File: config.mk
export PLATFORM = sky130hd
export DESIGN_NAME = gpio_func_switch
export DESIGN_NICKNAME = d
export VERILOG_FILES = /design/src/rtl/gpio_func_switch.sv
export SDC_FILE = /design/constraint.sdc
export NUM_CORES = 1
export LEC_CHECK = 0
export CAP_MARGIN = 0
export CORE_MARGIN = 2
export CORE_UTILIZATION = 56
export CTS_CLUSTER_DIAMETER = 120
export DETAILED_ROUTE_END_ITERATION = 6
export GPL_TIMING_DRIVEN = 0
export PLACE_DENSITY_LB_ADDON = 0.25
export RECOVER_POWER = 100
export SLEW_MARGIN = 20
export SYNTH_ARGS = -nofsm -noshare
export SYNTH_HDL_FRONTEND = slang
export SYNTH_SLANG_ARGS = --single-unit
File: constraint.sdc
create_clock -name clk -period 3.9 [get_ports clk]
set_clock_uncertainty 0.05 [all_clocks]
set_input_delay 0.78 -clock clk [delete_from_list [all_inputs] [get_ports clk]]
set_output_delay 0.78 -clock clk [all_outputs]
set_load 0.02 [all_outputs]
File: src/rtl/gpio_func_switch.sv
// Break-before-make function-select controller for the GPIO alternate-function mux.
// Pins whose function changes have their output enable masked around the select flip.
module gpio_func_switch #(
   parameter int GPIO_WIDTH  = 16,
   parameter int DEAD_CYCLES = 4
) (
   input  logic                  clk,
   input  logic                  rst,
   input  logic                  cfg_valid,
   input  logic [GPIO_WIDTH-1:0] cfg_sel,
   output logic                  cfg_ready,
   output logic [GPIO_WIDTH-1:0] select,
   output logic [GPIO_WIDTH-1:0] oe_mask,
   output logic                  busy,
   output logic                  done
);

   if (DEAD_CYCLES < 1 || DEAD_CYCLES > 255) begin : g_bad_dead_cycles
      $error("gpio_func_switch: DEAD_CYCLES must be in 1..255");
   end

   localparam logic [7:0] CNT_LOAD = 8'(DEAD_CYCLES - 1);

   typedef enum logic [1:0] {IDLE, DRAIN, SWITCH, SETTLE} state_t;

   state_t                  state_q;
   logic [7:0]              cnt_q;
   logic [GPIO_WIDTH-1:0]   target_q;
   logic [GPIO_WIDTH-1:0]   select_q;
   logic [GPIO_WIDTH-1:0]   oe_mask_q;
   logic                    done_q;
   logic [GPIO_WIDTH-1:0]   chg_d;

   assign chg_d = cfg_sel ^ select_q;

   always_ff @(posedge clk) begin
      if (rst) begin
         state_q   <= IDLE;
         cnt_q     <= '0;
         target_q  <= '0;
         select_q  <= '0;
         oe_mask_q <= '1;
         done_q    <= 1'b0;
      end else begin
         done_q <= 1'b0;
         case (state_q)
            IDLE: begin
               if (cfg_valid) begin
                  target_q <= cfg_sel;
                  if (chg_d == '0) begin
                     done_q <= 1'b1;
                  end else begin
                     oe_mask_q <= ~chg_d;
                     cnt_q     <= CNT_LOAD;
                     state_q   <= (DEAD_CYCLES == 1) ? SWITCH : DRAIN;
                  end
               end
            end
            // SWITCH occupies the last masked cycle before the flip, so DRAIN
            // hands over one count early and the flip lands on edge E(DEAD_CYCLES).
            DRAIN: begin
               cnt_q <= cnt_q - 8'd1;
               if (cnt_q == 8'd1) state_q <= SWITCH;
            end
            SWITCH: begin
               select_q <= target_q;
               cnt_q    <= CNT_LOAD;
               state_q  <= SETTLE;
            end
            SETTLE: begin
               if (cnt_q == 8'd0) begin
                  state_q   <= IDLE;
                  oe_mask_q <= '1;
                  done_q    <= 1'b1;
               end else begin
                  cnt_q <= cnt_q - 8'd1;
               end
            end
            default: state_q <= IDLE;
         endcase
      end
   end

   assign select    = select_q;
   assign oe_mask   = oe_mask_q;
   assign done      = done_q;
   assign busy      = (state_q != IDLE);
   assign cfg_ready = (state_q == IDLE);

endmodule

==> results.md, run 1 <==
* Final period utilization at 71.9%
* DRT Wirelength at 7080 um
* GR Util All Layers at 26.8%
* Cell count after synthesis at 338
* Number of cell rows at 25
* Worst Slack Setup Final at 1.09 ns
* I/O pin count at 54
* Mux share of post-synthesis cell area at 6.01%
* Total negative setup slack at 0 ns
* Post-Synth XOR/XNOR Area at 4.95%
* Count of final hold-check violations at 0
* Footprint of the flip-flops and latches at 1180 um^2
* Die Width at 75.1 um
* Clock period minus final worst setup slack at 2.81 ns
* H-tree levels at 3
* RSZ-0062 raised after global routing: false
* Leakage power at 1.48 nW
* Share of synthesized area occupied by flip-flops and latches at 41.7%
* Starting DRT DRC Count at 181
* Number of slew-limit violations in the final report at 0
* Number of input and output port buffers inserted at 53
* Area used by multi-input combinational logic at 1500 um^2
* CTS root buf: sky130_fd_sc_hd__clkbuf_8
* Number of synthesized register bits at 59
* Number of global-route vias before repair at 2480
* Required time of the critical path at 4.05 ns
* Antenna diode count at 0
* Count of flip-flops with a built-in enable after synthesis at 0
* Total instance count after detailed placement at 458
* Post-synthesis average cell area at 8.38 um^2
* Top post-synthesis cells by area: sky130_fd_sc_hd__dfxtp_1 42%, sky130_fd_sc_hd__nand2_1 7.4%, sky130_fd_sc_hd__mux2i_1 6.0%, sky130_fd_sc_hd__xor2_1 4.9%, sky130_fd_sc_hd__a21o_1 4.8%
* Highest ir drop seen on vdd at 0.399 mV
* Critical Setup Path Class: input pin to flop
* Setup violation total in the final timing report at 0
* Number of max-cap violations at 0
* Final standard cell area without fillers at 3650 um^2
* Hold-fix buffers at CTS at 0
* Number of nets with antenna violations after detailed routing at 0
* CTS tree: built
* First-pass GRT wire length at 11400 um
* Adder-cell share of the synthesized area at 2.65%
* Post-route DRC violation count at 0
* Area fraction in compound gates after synthesis at 17.2%
* Overall die height at 75.1 um
* Critical Path AT at 2.96 ns
* Post-CTS clock slew at the launch and capture registers of the worst setup and hold paths at 0.07 ns
* Average wire per cell in the routed design at 14.9 um
* Reg-to-Reg Start: cnt_q[0]
* Design Power at 2.27 mW
* Number of nets produced by synthesis at 363
* Pre-CTS setup slack at 0.986 ns
* Initial Utilization at 59.2%
* Startpoint Class: input pin
* Initial DRT Pass Iterations at 5
* Commonest register cell after synthesis: sky130_fd_sc_hd__dfxtp_1
* Number of buffers added for setup after CTS at 0
* Worst slew margin relative to its limit at 45.6%
* Layout cells sized above 1 at 6.39%
* Total number of yosys warnings at 0
* Worst-skew pair later-pin latency at 0.34 ns
* Post-synthesis cell type with the largest combined area: sky130_fd_sc_hd__dfxtp_1
* Class of the tightest hold or removal check: flop to flop
* Unique cell type count in the Yosys netlist at 39
* Placeable core area at 4790 um^2
* Post-DP HPWL at 5030 um
* CTS buffer count at 9
* Setup crit end kind: flop
* Number of buffers between clock root and the deepest sink at 2
* Share of the synthesized area in the top cell type at 41.7%
* Pin count of the biggest net entering global routing at 11
* Initial antenna violation count at 0
* Number of fillers in the final layout at 365
* Ratio of routed vias to standard cells at 5.65
* Transition time of the tightest slew-check pin at 0.809 ns
* Detailed-route via count at 2677
* Share of flip-flops with an asynchronous set or reset at 0%
* Layout-stage area growth over the synthesis result at 28.8%
* Post-route non-filler standard cell count at 474
* Net count, final at 427
* Number of gates resized after CTS at 0
* Combinational family with the most area after synthesis: simple AND/OR/NAND/NOR gates
* Die footprint at 5640 um^2
* GPL Wtd Cong at 0.910
* Instance area at placement at 3450 um^2
* Cell area power density at 624 nW/um^2
* Min-delay src: target_q[11]
* Highest achievable clock rate at 357 MHz
* Syn Std Cell Area at 2830 um^2
* Run status: finished, final reports clean
* Total congestion overflow at 0
* Launch point of the critical path: cfg_sel[8]
* Simple-gate share of the synthesized area at 22.3%
* Largest driver fanout on the critical path at 9
* TritonCTS Sinks at 59
where the power goes:
group	internal [mW]	switching (mW)	leakage (nW)
clock	0.329	0.243	0.106
combinational	0.377	0.548	0.890
sequential	0.709	0.0688	0.482
kinds of logic after synthesis:
logic type	Yosys count
muxes	17
and+or+nand+nor	132
DFF	59
buffers and inverters	32
adders and majority gates	6
xor gates and xnor gates	16
AOI/OAI and AO/OA	76
flip-flops by register name (all words and copies together) (netlist names):
name	cells
done	1
target_q	16
state_q	2
oe_mask	16
select	16
cnt_q	8
area by class of cell:
cell class / instances / area share, %
sequential: 59 / 32.4
clock buffer: 12 / 4.25
multi-input combinational: 247 / 41.2
timing repair buffer: 53 / 14.5
tap: 67 / 2.30
inverter: 12 / 1.23
buffer: 20 / 2.71
clock inverter: 4 / 1.34
final timing paths:
check	end	slack [ns]	depth (start not counted)
hold / removal	target_q[11]	0.41	2
setup reg to reg	oe_mask[14]	1.56	8
hold reg to reg	target_q[11]	0.41	2
setup / recovery	cnt_q[2]	1.09	7
critical path, stage by stage:
cell	delay (ns)
sky130_fd_sc_hd__dlygate4sd3_1	0.59
sky130_fd_sc_hd__xor2_1	0.18
sky130_fd_sc_hd__nor4_1	0.36
sky130_fd_sc_hd__a41o_1	0.21
sky130_fd_sc_hd__clkbuf_1	0.34
sky130_fd_sc_hd__a21o_1	0.36
sky130_fd_sc_hd__o32ai_1	0.14
stage by stage:
step | util, % | hold WS [ns]
after floorplan | - | 0.386
after global placement | 72.0 | 0.391
after detailed placement | 72.0 | 0.397
after CTS | 76.3 | 0.407
after global routing | 76.2 | 0.428
final | 76.2 | 0.406
cell usage after synthesis (all sizes together), types with 2 or more instances:
cell / number
clkbuf: 12
mux2i: 17
nand4: 5
nor2: 36
nand3: 3
nor4: 7
inv: 12
or2: 2
o21ai: 20
or3: 16
nand2: 56
a21o: 18
a211oi: 4
nor3: 3
ha: 6
a21oi: 21
dfxtp: 59
xor2: 16
buf: 8
o32ai: 5
per-layer routing:
metal  vias up  share of wire (%)  wire length (um)  global-route usage [%]
met2       120                 46              3270                    41.6
met1      1236                 44              3100                    33.8
met3        19                7.3               516                    7.50
met4         0                2.7               194                    13.9
li1       1302                  -                 -                       -
met5         -                  0                 0                       0
cells in the final DEF (no fill, tap or decap), types with 2 or more instances in the layout:
master	netlist	final
sky130_fd_sc_hd__nor3_1	2	2
sky130_fd_sc_hd__clkdlybuf4s50_1	0	15
sky130_fd_sc_hd__xor2_1	16	16
sky130_fd_sc_hd__o21ai_0	19	19
sky130_fd_sc_hd__nor2_1	36	36
sky130_fd_sc_hd__nand4_1	5	5
sky130_fd_sc_hd__mux2i_1	17	17
sky130_fd_sc_hd__clkbuf_1	12	17
sky130_fd_sc_hd__nand2_1	56	56
sky130_fd_sc_hd__inv_1	11	11
sky130_fd_sc_hd__a211oi_1	4	4
sky130_fd_sc_hd__nor4_1	5	5
sky130_fd_sc_hd__nand3_1	3	3
sky130_fd_sc_hd__or3_1	16	16
sky130_fd_sc_hd__a21oi_1	21	21
sky130_fd_sc_hd__o32ai_1	5	5
sky130_fd_sc_hd__dfxtp_1	59	59
sky130_fd_sc_hd__dlygate4sd3_1	0	38
sky130_fd_sc_hd__buf_6	3	3
sky130_fd_sc_hd__a21o_1	18	18
sky130_fd_sc_hd__clkinv_2	0	2
sky130_fd_sc_hd__or2_2	2	2
sky130_fd_sc_hd__ha_1	6	6
sky130_fd_sc_hd__clkbuf_8	0	11
(Power assumes the default switching activity.)
==> inputs of run 2 (changes only) <==
- CORE_UTILIZATION: 56 -> 47
- clock period: 3.9 -> 2.28 ns (I/O delays scaled with it)
==> run 2 against run 1 <==
  * Hold slack improved by 0.00074 ns
  * Power increased by 74%
  * Worst setup slack got worse by 1.0 ns
  * Combinational power increased by 71%
  * Utilization decreased by 13 points
  * Register-to-register slack got worse by 1.5 ns
  * Critical path type unchanged
  * Largest power group unchanged
  * Highest routed layer unchanged
==> results.md, run 2 (synthesized netlist as in run 1, its figures left out) <==
* CTS tree: built
* H-tree levels at 3 (unchanged)
* Net count, final at 427 (unchanged)
* Number of buffers added for setup after CTS at 0 (unchanged)
* TritonCTS Sinks at 59 (unchanged)
* Detailed-route via count at 2581 (-3.6%)
* Instance area at placement at 3460 um^2 (+0.29%)
* Antenna diode count at 0 (unchanged)
* Starting DRT DRC Count at 135 (-25%)
* Setup crit end kind: flop
* Family with the most delay on the worst path: simple AND/OR/NAND/NOR gates
* Number of buffers between clock root and the deepest sink at 2 (unchanged)
* Number of nets with antenna violations after detailed routing at 0 (unchanged)
* RSZ-0062 raised after global routing: false
* Critical Path AT at 2.39 ns (-0.57 ns)
* Final period utilization at 96.4%
* Overall die height at 81.6 um (+8.7%)
* Placeable core area at 5890 um^2 (+23%)
* Worst-skew pair later-pin latency at 0.34 ns (about the same)
* Layout-stage area growth over the synthesis result at 32.1%
* DRT Wirelength at 6920 um (-2.3%)
* Average wire per cell in the routed design at 14.3 um (-3.9%)
* Highest-delay cell along the critical path: sky130_fd_sc_hd__clkdlybuf4s50_1
* Leading cell types in the layout, fill and taps excluded: 59 x sky130_fd_sc_hd__dfxtp_1, 56 x sky130_fd_sc_hd__nand2_1, 35 x sky130_fd_sc_hd__nor2_1
* Cell area power density at 1060 nW/um^2 (+70%)
* Pin count of the biggest net entering global routing at 12 (+1)
* CTS buffer count at 9 (unchanged)
* Post-route DRC violation count at 0 (unchanged)
* Ratio of routed vias to standard cells at 5.35 (-5.2%)
* Post-route non-filler standard cell count at 482 (+1.7%)
* Die Width at 81.6 um (+8.7%)
* Required time of the critical path at 2.47 ns (-1.58 ns)
* Crit path buffers/inverters at 2 (unchanged)
* Largest driver fanout on the critical path at 10 (+1)
* Run status: finished, final reports clean
* Die footprint at 6660 um^2 (+18%)
* Worst path max stage delay at 0.52 ns (-0.07 ns)
* Most common cell after layout, fill and taps aside: sky130_fd_sc_hd__dfxtp_1
* Critical Setup Path Class: input pin to flop
* Layout cells sized above 1 at 10.3% (+3.9 points)
* Post-DP HPWL at 5030 um (about the same)
* Total instance count after detailed placement at 466 (+1.7%)
* Final standard cell area without fillers at 3740 um^2 (+2.6%)
* Clock period minus final worst setup slack at 2.20 ns
* Transition time of the tightest slew-check pin at 0.827 ns (+0.0177 ns)
* I/O pin count at 54 (unchanged)
* Worst slew margin relative to its limit at 44.4% (-1.2 points)
* Total negative setup slack at 0 ns (unchanged)
* Post-CTS clock slew at the launch and capture registers of the worst setup and hold paths at 0.07 ns (about the same)
* Worst Slack Setup Final at 0.0815 ns (-1.01 ns)
* CTS root buf: sky130_fd_sc_hd__clkbuf_8
* Total congestion overflow at 0 (unchanged)
* Number of cell rows at 28 (+12%)
* Number of max-cap violations at 0 (unchanged)
* Number of input and output port buffers inserted at 53 (unchanged)
* Class of the tightest hold or removal check: flop to flop
* First-pass GRT wire length at 11000 um (-3.0%)
* Initial Utilization at 48.1% (-11 points)
* Setup violation total in the final timing report at 0 (unchanged)
* GPL Wtd Cong at 0.856 (-5.9%)
* Highest achievable clock rate at 455 MHz
* Cell-by-cell listing of the critical path: clkdlybuf4s50_1, xor2_1, nor4_2, and4_2, clkbuf_1, or3_1, a21o_1
* Leakage power at 1.51 nW (+1.8%)
* Number of slew-limit violations in the final report at 0 (unchanged)
* Initial DRT Pass Iterations at 4 (-1)
* Count of final hold-check violations at 0 (unchanged)
* Startpoint Class: input pin
* Initial antenna violation count at 0 (unchanged)
* Highest ir drop seen on vdd at 0.633 mV (+59%)
* GR Util All Layers at 21.8% (-4.9 points)
* Pre-CTS setup slack at -0.289 ns (-1.28 ns)
* Number of global-route vias before repair at 2337 (-5.8%)
==> run 2: cell type report <==
type	count	area, um^2
fillers	517	2140
multi-input cells	247	1580
well taps	75	93.8
plain buffers	20	98.8
inverters	12	45.0
clock buffers	9	124
clock inverters	7	91.3
flip-flops and latches	59	1180
repair buffers	53	532
==> run 2: final timing paths <==
check,depth (start not counted),end,slack [ns],start
max,7,oe_mask[0],0.08,cfg_sel[9]
min,2,target_q[13],0.41,target_q[13]
max reg2reg,8,oe_mask[10],0.11,cnt_q[0]
min reg2reg,2,target_q[13],0.41,target_q[13]
==> run 2: metrics by stage <==
stage / total power [mW] / hold WS (ns) / utilization, %
3_5_place_dp: 2.94 / 0.397 / 58.7
4_1_cts: 3.98 / 0.407 / 62.5
2_1_floorplan: 2.45 / 0.386 / -
3_3_place_gp: 2.92 / 0.391 / 58.7
6_report: 3.96 / 0.407 / 63.6
5_1_grt: 4.19 / 0.425 / 63.6
==> run 2: worst reg2reg max path: stages, from the launching register on <==
cell and delay [ns]:
sky130_fd_sc_hd__dfxtp_1 0.33, sky130_fd_sc_hd__inv_1 0.12, sky130_fd_sc_hd__ha_1 0.22, sky130_fd_sc_hd__nor3b_2 0.29, sky130_fd_sc_hd__nand2_1 0.12, sky130_fd_sc_hd__a21o_1 0.25, sky130_fd_sc_hd__buf_4 0.18, sky130_fd_sc_hd__or3_1 0.36
sky130_fd_sc_hd__a21o_1 0.16
==> run 2: layer usage <==
metal	share of wire [%]	routed length, um	vias up	track usage (%)
li1	-	-	1294	-
met1	46	3160	1202	28.7
met2	47	3290	74	35.3
met3	5.0	343	11	4.07
met4	1.8	125	0	9.00
met5	0	0	-	0
==> run 2: where the power goes <==
part           switching (mW)  internal, mW  leakage (nW)  total [mW]
Sequential              0.121          1.21         0.482        1.33
Clock                   0.439         0.612         0.109        1.05
Combinational           0.930         0.650         0.914        1.58
Total                    1.49          2.47          1.51        3.96
==> run 2: repair_timing <==
item | 4_1_cts | 5_1_grt
hold buffers | 0 | 0
gates resized for setup | 2 | 13
endpoints found under the setup margin | 7 | 36
